File: src/rtl/alu_pkg.sv
// Shared opcode constants and data width for the 64-bit ALU.
// Imported by alu and alu_addsub.
package alu_pkg;

  localparam int ALU_W = 64;

  localparam logic [1:0] ALU_ADD = 2'b00;
  localparam logic [1:0] ALU_SUB = 2'b01;
  localparam logic [1:0] ALU_AND = 2'b10;
  localparam logic [1:0] ALU_XOR = 2'b11;

endpackage

File: src/rtl/alu_addsub.sv
// Combinational 64-bit ripple-carry adder/subtractor of full-adder cells.
// Subtract is a + ~b + 1; the final carry-out is never formed.
module alu_addsub
  import alu_pkg::*;
(
  input  logic [ALU_W-1:0] a,
  input  logic [ALU_W-1:0] b,
  input  logic             sub,
  output logic [ALU_W-1:0] sum,
  output logic             ovf
);

  logic [ALU_W-1:0] bx;
  logic [ALU_W-1:0] c;

  assign bx   = b ^ {ALU_W{sub}};
  assign c[0] = sub;

  for (genvar i = 0; i < ALU_W; i++) begin : g_fa
    assign sum[i] = a[i] ^ bx[i] ^ c[i];
    if (i < ALU_W - 1) begin : g_cy
      assign c[i+1] = (a[i] & bx[i]) | (c[i] & (a[i] ^ bx[i]));
    end
  end

  // Signed overflow from operand and result sign bits.
  always_comb begin
    ovf = 1'b0;
    if (sub)
      ovf = (a[ALU_W-1] != b[ALU_W-1]) && (sum[ALU_W-1] != a[ALU_W-1]);
    else
      ovf = (a[ALU_W-1] == b[ALU_W-1]) && (sum[ALU_W-1] != a[ALU_W-1]);
  end

endmodule

File: src/rtl/alu.sv
// Registered 64-bit ALU: add, subtract, AND, XOR with overflow flag.
// Define ALU_CC_EN to add registered zero (ZF) and sign (SF) flags.
module alu
  import alu_pkg::*;
(
  input  logic             clk,
  input  logic             reset,
  input  logic [1:0]       S,
  input  logic [ALU_W-1:0] In1,
  input  logic [ALU_W-1:0] In2,
  output logic [ALU_W-1:0] OUTPUT,
  output logic             Overflow
`ifdef ALU_CC_EN
  ,
  output logic             ZF,
  output logic             SF
`endif
);

  logic [ALU_W-1:0] sum;
  logic             ov;
  logic [ALU_W-1:0] res;
  logic             res_ov;

  alu_addsub u_addsub (
    .a   (In1),
    .b   (In2),
    .sub (S == ALU_SUB),
    .sum (sum),
    .ovf (ov)
  );

  // Select the result; an unknown opcode yields zero.
  always_comb begin
    res    = '0;
    res_ov = 1'b0;
    case (S)
      ALU_ADD, ALU_SUB: begin
        res    = sum;
        res_ov = ov;
      end
      ALU_AND: res = In1 & In2;
      ALU_XOR: res = In1 ^ In2;
      default: begin
        res    = '0;
        res_ov = 1'b0;
      end
    endcase
  end

  // Output registers, cleared asynchronously.
  always_ff @(posedge clk or posedge reset) begin
    if (reset) begin
      OUTPUT   <= '0;
      Overflow <= 1'b0;
`ifdef ALU_CC_EN
      ZF       <= 1'b0;
      SF       <= 1'b0;
`endif
    end else begin
      OUTPUT   <= res;
      Overflow <= res_ov;
`ifdef ALU_CC_EN
      ZF       <= (res == '0);
      SF       <= res[ALU_W-1];
`endif
    end
  end

endmodule

File: config.mk
export PLATFORM = sky130hd
export DESIGN_NAME = alu
export DESIGN_NICKNAME = d
export VERILOG_FILES = /design/src/rtl/alu_pkg.sv /design/src/rtl/alu_addsub.sv /design/src/rtl/alu.sv
export SDC_FILE = /design/constraint.sdc
export NUM_CORES = 1
export LEC_CHECK = 0
export ABC_AREA = 1
export BUFFER_PORTS_ARGS = -buffer_cell sky130_fd_sc_hd__buf_2
export CORE_UTILIZATION = 35
export CTS_CLUSTER_DIAMETER = 40
export CTS_CLUSTER_SIZE = 28
export DETAILED_ROUTE_END_ITERATION = 8
export SLEW_MARGIN = 15
export SYNTH_ARGS = -nofsm -noshare
export SYNTH_HDL_FRONTEND = slang
export SYNTH_SLANG_ARGS = --single-unit
File: constraint.sdc
create_clock -name clk -period 2.49 [get_ports clk]
set_clock_uncertainty 0.1 [all_clocks]
set_input_delay 0.498 -clock clk [delete_from_list [all_inputs] [get_ports clk]]
set_output_delay 0.498 -clock clk [all_outputs]
set_load 0.01 [all_outputs]
==> out/qor.yml, run 1 <==
finish:
  syn_to_final_growth_pct: 40.9
  drive_gt1_share_pct: 45.2
  fin_cells: 1069
  final_nets: 1108
  postLayoutCoreUtil_pct: 50.7
  fill_cells: 1472
die:
  core_area_sq_um: 15900
  io-pin-count: 197
  dieArea_sq_um: 16900
  placement_rows: 46
  initial_utilization_pct: 36.0
  die_y_um: 130
  die_w_um: 130
logic_synthesis:
  synth-xor-area-share_pct: 9.47
  synth-seq-cells: 65
  synth_most_common_cell: "nand2_1"
  ys_warn_count: 0
  synth_top_family_by_area: "adder cells"
  synth_top_cell_by_area: "dfrtp_1"
  synth-simple-area-share_pct: 10.2
  yosys_most_used_dff: "dfrtp_1"
  ys_seq_area_share_pct: 28.4
  synth-edff-count: 0
  synthMuxAreaShare_pct: 0
  synth_nets: 825
  ys_types: 19
  synthCells: 567
  synth_adder_area_share_pct: 35.6
  synthTopCellsByArea: "dfrtp_1, fa_1, ha_1"
  synth_commonest_cells: "nand2_1, inv_1, dfrtp_1"
  synth_area_sq_um: 5730
  async_flop_share_pct: 100
  synth-compound-area-share_pct: 8.25
  syn_area_per_cell_sq_um: 10.1
  synth_top_area_share_pct: 28.4
pwr:
  leakage_uw: 0.00403
  finalPower_uw: 4040
  irDropWorstVdd_v: 0.000301
  p_per_area_nw_per_um2: 500
setup_path:
  worst_path_most_repeated_cell: "fa_2"
  cp.arrival_ns: 24.40
  worst_setup_path_end_kind: "flop"
  crit_path_max_fanout: 3
  worstSetupPathType: "in -> reg"
  crit_slowest_cell: "fa_2"
  worst_ep_required_time_ns: 2.62
  max_stage_delay_ns: 0.40
  start_kind: "input pin"
clock_network:
  cts_hold_buf: 0
  cts_sinks: 65
  numCtsBuffers: 9
  clk_pin_slew_worst_paths_ns: 0.06
  h-tree-depth: 3
  cts_root_buf: "clkbuf_16"
  clk_path_buf_depth: 2
  cts_tree: "built"
grt:
  grt_use_met2_pct: 33.3
  grt-ovfl-total: 0
  antenna_found_initial: 1
  busiest_layer: "met2"
  grt_max_degree: 64
  grt_usage_pct: 18.8
  grtUsageMet3_pct: 3.69
  grt_pass1_wl_um: 24100
  grt_pass1_vias: 4936
  grtUsageMet1_pct: 22.4
route:
  finalWirelength_um: 14900
  firstDrtPassIters: 4
  antenna_left: 0
  drt_iter0_drc: 180
  drc: 0
  vias_per_cell: 4.49
  avgRoutedWirePerCell_um: 13.9
  via_count: 4799
placed_design:
  portBuffers: 196
  gp_congestion: 0.807
  post-dp-hpwl_um: 11600
  dp_slack_ns: -22.38
  dp_cells: 1054
timing:
  worst_pin_slew_ns: 0.776
  layout_worst_path_cycle_share_pct: 975
  hold_ws_ns: 0.106
  min_period_ns: 24.27
  fin_ws_ns: -21.78
  hold_viol: 0
  maxSlewHeadroom_pct: 48.3
  slew_viol_final: 0
  max_freq_mhz: 41.2
  rsz0062_at_grt: "yes"
  setup_viol: 61
flow_run:
  max_cap_violations: 0
run_status:
  status: "complete, but fails checks"
  failed_checks: "negative setup slack"
min_path:
  hold_class: "in -> async"
[flip-flops by register name, indices dropped and copies added, names as in the netlist]
signal / count
OUTPUT: 64
Overflow: 1
[logic make-up after synthesis]
| family | count (synthesis) |
|---|---|
| fa+ha+maj | 126 |
| flops | 65 |
| simple gates | 150 |
| buf+inv | 100 |
| compound gates | 64 |
| xor+xnor | 62 |
[where the power goes]
group	leakage, uW	switching [uW]	internal (uW)
clock	0.000124	465	683
combinational	0.00311	816	763
sequential	0.000796	55.7	1260
total	0.00403	1340	2710
[routing by layer]
layer	share of wire, %	up-vias
met4	2.3	0
li1	-	2369
met2	51	113
met5	0	-
met1	42	2294
met3	4.6	23
[repair_timing]
action / in CTS / in global routing
setup endpoints to repair: 61 / 61
gates resized for setup: 8 / 3
buffers inserted: 1 / 0
pin swaps: 1 / 0
[through the flow]
step	setup TNS [ns]	cell area [sq um]
after global placement	-712.60	7790
final	-689.31	8080
after CTS	-694.03	8070
after floorplan	-701.33	5920
after global routing	-715.85	8080
after detailed placement	-716.40	7790
[final cells by class]
cell class	instances	area (sq um)	share of cell area, %
multi-input combinational	402	3820	47.3
timing repair buffer	298	1820	22.5
clock buffer	12	246	3.05
inverter	74	287	3.55
tap	216	270	3.34
sequential	65	1630	20.1
antenna	1	2.50	0.0310
clock inverter	1	5.00	0.0619
[cell usage in the layout (no fill, tap or decap), drive strengths merged]
cell type / count
o21ai: 2
clkinv: 2
a21oi: 1
nor2: 5
fa: 62
ha: 64
xnor2: 1
nand2: 141
o211ai: 61
clkbuf: 12
buf: 298
diode: 1
dfrtp: 65
inv: 73
xor2: 61
nand3: 4
[critical path, delay by kind of cell]
family                   cells  cell delay [ns]
AND/OR/NAND/NOR              6             0.35
buffers and inverters        5             0.33
adder cells (fa/ha/maj)     62            23.02
XOR/XNOR                     1             0.14
[worst max-delay path by stage]
stage	start	to	slack, ns	cells past startpoint
after floorplan	S[1]	OUTPUT[63]	-21.84	76
after detailed placement	S[1]	OUTPUT[63]	-22.38	74
after global routing	S[1]	OUTPUT[63]	-22.66	75
final	S[1]	OUTPUT[63]	-21.78	74
after CTS	S[1]	OUTPUT[63]	-21.98	74
after global placement	S[1]	OUTPUT[63]	-22.25	74
No activity file was read; power rests on OpenSTA's default activity.
==> inputs of run 2 (changes only) <==
--- a/config.mk
+++ b/config.mk
@@ -5,12 +5,13 @@
 export SDC_FILE = /design/constraint.sdc
 export NUM_CORES = 1
 export LEC_CHECK = 0
-export ABC_AREA = 1
 export BUFFER_PORTS_ARGS = -buffer_cell sky130_fd_sc_hd__buf_2
-export CORE_UTILIZATION = 35
+export CORE_ASPECT_RATIO = 1.75
+export CORE_UTILIZATION = 52
 export CTS_CLUSTER_DIAMETER = 40
 export CTS_CLUSTER_SIZE = 28
 export DETAILED_ROUTE_END_ITERATION = 8
+export PLACE_DENSITY = 0.82
 export SLEW_MARGIN = 15
 export SYNTH_ARGS = -nofsm -noshare
 export SYNTH_HDL_FRONTEND = slang
==> run 2 against run 1 <==
- the flow still finishes with violations (negative setup slack)
- critical path depth decreased by 4
- clock power grew 21%
- die area down 29%
- sequential share of layout area about the same
- count of clock-buffer cells in the layout increased by 3
- sequential cell count unchanged
- synthesized area rose by 5.3%
- critical endpoint unchanged
- highest routed layer unchanged
==> out/qor.yml, run 2 <==
run_status:
  status: "complete, but fails checks"
  failed_checks: "negative setup slack"
finish:
  final_nets: 1001  # -9.7%
  fill_cells: 797  # -46%
  final_common_cell: "buf_2"
  top_regs: "OUTPUT x64, Overflow x1"
  regArea_sq_um: 1630  # unchanged
  multi_input_area_sq_um: 4110  # +7.7%
  final_cell_mix: "buf_2, mux2i_1, buf_4"
  largest_reg_flops: 64  # unchanged
  syn_to_final_growth_pct: 33.9
  drive_gt1_share_pct: 48.4  # +3.2 points
  regMostFlops: "OUTPUT"
setup_path:
  crit_slowest_cell: "fa_2"
  worst_ep_required_time_ns: 2.65  # +0.03 ns
  worst_setup_path_end_kind: "flop"
  max_stage_delay_ns: 0.39  # about the same
  crit_path_max_fanout: 4  # +1
  worstSetupPathType: "in -> reg"
  start_kind: "input pin"
  worst_path_most_repeated_cell: "fa_2"
  cp.arrival_ns: 24.84  # +0.44 ns
pwr:
  p_per_area_nw_per_um2: 552  # +10%
  irDropWorstVdd_v: 0.000371  # +23%
  leakage_uw: 0.00425  # +5.3%
  finalPower_uw: 4470  # +11%
die:
  core_area_sq_um: 11200  # -30%
  die_y_um: 145  # +11%
  io-pin-count: 197  # unchanged
  initial_utilization_pct: 53.8  # +18 points
  placement_rows: 51  # +11%
  die_w_um: 83.5  # -36%
  dieArea_sq_um: 12100  # -29%
clock_network:
  cts_tree: "built"
  cts_sinks: 65  # unchanged
  cts_hold_buf: 0  # unchanged
  numCtsBuffers: 9  # unchanged
  cts_root_buf: "clkbuf_16"
  h-tree-depth: 3  # unchanged
  clk_pin_slew_worst_paths_ns: 0.06  # about the same
  clk_path_buf_depth: 2  # unchanged
route:
  firstDrtPassIters: 6  # +2
  drc: 0  # unchanged
  antenna_left: 0  # unchanged
  drt_iter0_drc: 100  # -44%
  vias_per_cell: 5.22  # +16%
  via_count: 4603  # -4.1%
  avgRoutedWirePerCell_um: 16.8  # +20%
  finalWirelength_um: 14800  # -0.76%
logic_synthesis:
  synth_nets: 736  # -11%
  synthCells: 478  # -16%
  synth_area_sq_um: 6040  # +5.3%
  ys_types: 22  # +3
  synth-seq-cells: 65  # unchanged
  ys_seq_area_share_pct: 26.9  # -1.4 points
  yosys_most_used_dff: "dfrtp_1"
  synth_most_common_cell: "mux2i_1"
  synth-edff-count: 0  # unchanged
  ys_warn_count: 0  # unchanged
  async_flop_share_pct: 100  # unchanged
  synth_top_area_share_pct: 26.9  # -1.4 points
  synth_commonest_cells: "mux2i_1, dfrtp_1, ha_1, inv_1, fa_1"
  syn_area_per_cell_sq_um: 12.6  # +25%
  synth_top_cell_by_area: "dfrtp_1"
  synthTopCellsByArea: "dfrtp_1, fa_1, mux2i_1"
timing:
  rsz0062_at_grt: "yes"
  max_freq_mhz: 40.5  # -1.6%
  slew_viol_final: 0  # unchanged
  setup_viol: 61  # unchanged
  worst_pin_slew_ns: 1.17  # +0.392 ns
  min_period_ns: 24.68  # +0.404 ns
  maxSlewHeadroom_pct: 22.2  # -26 points
  layout_worst_path_cycle_share_pct: 991  # +16 points
  hold_viol: 0  # unchanged
  fin_ws_ns: -22.19  # -0.404 ns
flow_run:
  max_cap_violations: 0  # unchanged
min_path:
  hold_class: "in -> async"
placed_design:
  gp_congestion: 0.817  # +1.2%
  dp_slack_ns: -22.72  # -0.341 ns
  post-dp-hpwl_um: 11600  # -0.49%
  portBuffers: 196  # unchanged
grt:
  grt_max_degree: 69  # +7.8%
  antenna_found_initial: 1  # unchanged
  grt_pass1_vias: 5336  # +8.1%
  grt-ovfl-total: 0  # unchanged
  grt_pass1_wl_um: 23400  # -2.9%
  grt_usage_pct: 25.3  # +6.4 points
-- run 2: final timing paths --
check,start,end,slack (ns),cells after the start
setup / recovery,S[0],OUTPUT[63],-22.19,70
hold / removal,reset,OUTPUT[56],0.15,3
max in group asynchronous,reset,OUTPUT[17],1.84,3
min in group clk,In1[0],OUTPUT[0],0.47,3
-- run 2: what timing repair did --
item | 4_1_cts | 5_1_grt
setup buffers | 1 | 1
hold endpoints to repair | 0 | 0
gates resized for setup | 4 | 0
endpoints found under the setup margin | 61 | 61
pin swaps | 1 | 0
-- run 2: final cells by class --
class                           count  share of cell area (%)
Antenna cell                        1                  0.0309
Multi-Input combinational cell    326                    50.9
Inverter                           64                    2.97
Clock inverter                      1                   0.371
Clock buffer                       15                    3.68
Sequential cell                    65                    20.1
Tap cell                          132                    2.04
Timing Repair Buffer              277                    20.0
-- run 2: worst max-delay path, delay by kind of cell --
family                   cells  cell delay [ns]
adder cells (fa/ha/maj)     62            23.11
AO/OA/AOI/OAI                2             0.43
XOR/XNOR                     1             0.24
AND/OR/NAND/NOR              1             0.19
buffers and inverters        3             0.18
multiplexers                 1             0.11
-- run 2: through the flow --
step                      std cells  util (%)  area [sq um]  setup TNS [ns]  hold WS, ns
after floorplan                 478         -          6210         -705.09        0.618
after global placement          862      68.8          7730         -710.92        0.500
after detailed placement        862      68.8          7730         -718.05        0.519
after CTS                       879      71.9          8080         -697.91        0.160
after global routing            881      72.0          8090         -716.86        0.181
final                           881      72.0          8090         -692.92        0.145
-- run 2: report_power, final --
part | switching (uW) | internal, uW | leakage, uW
Combinational | 874 | 849 | 0.00331
Sequential | 65.7 | 1290 | 0.000780
Clock | 475 | 913 | 0.000162
Total | 1410 | 3050 | 0.00425
-- run 2: cells by family after synthesis --
family,Yosys count,share of synthesized area (%)
AO/OA/AOI/OAI,4,0.435
flip-flops,65,26.9
AND/OR/NAND/NOR,7,0.787
XOR/XNOR,64,9.53
buffers and inverters,87,7.79
adder cells (fa/ha/maj),126,33.8
multiplexers,125,20.7
-- run 2: per-layer routing --
metal / up-vias / track usage, % / wire [um]
met3: 55 / 4.68 / 628
met4: 0 / 18.5 / 759
met5: - / 0 / 0
met1: 2299 / 24.0 / 4880
li1: 2093 / - / -
met2: 156 / 48.1 / 8490
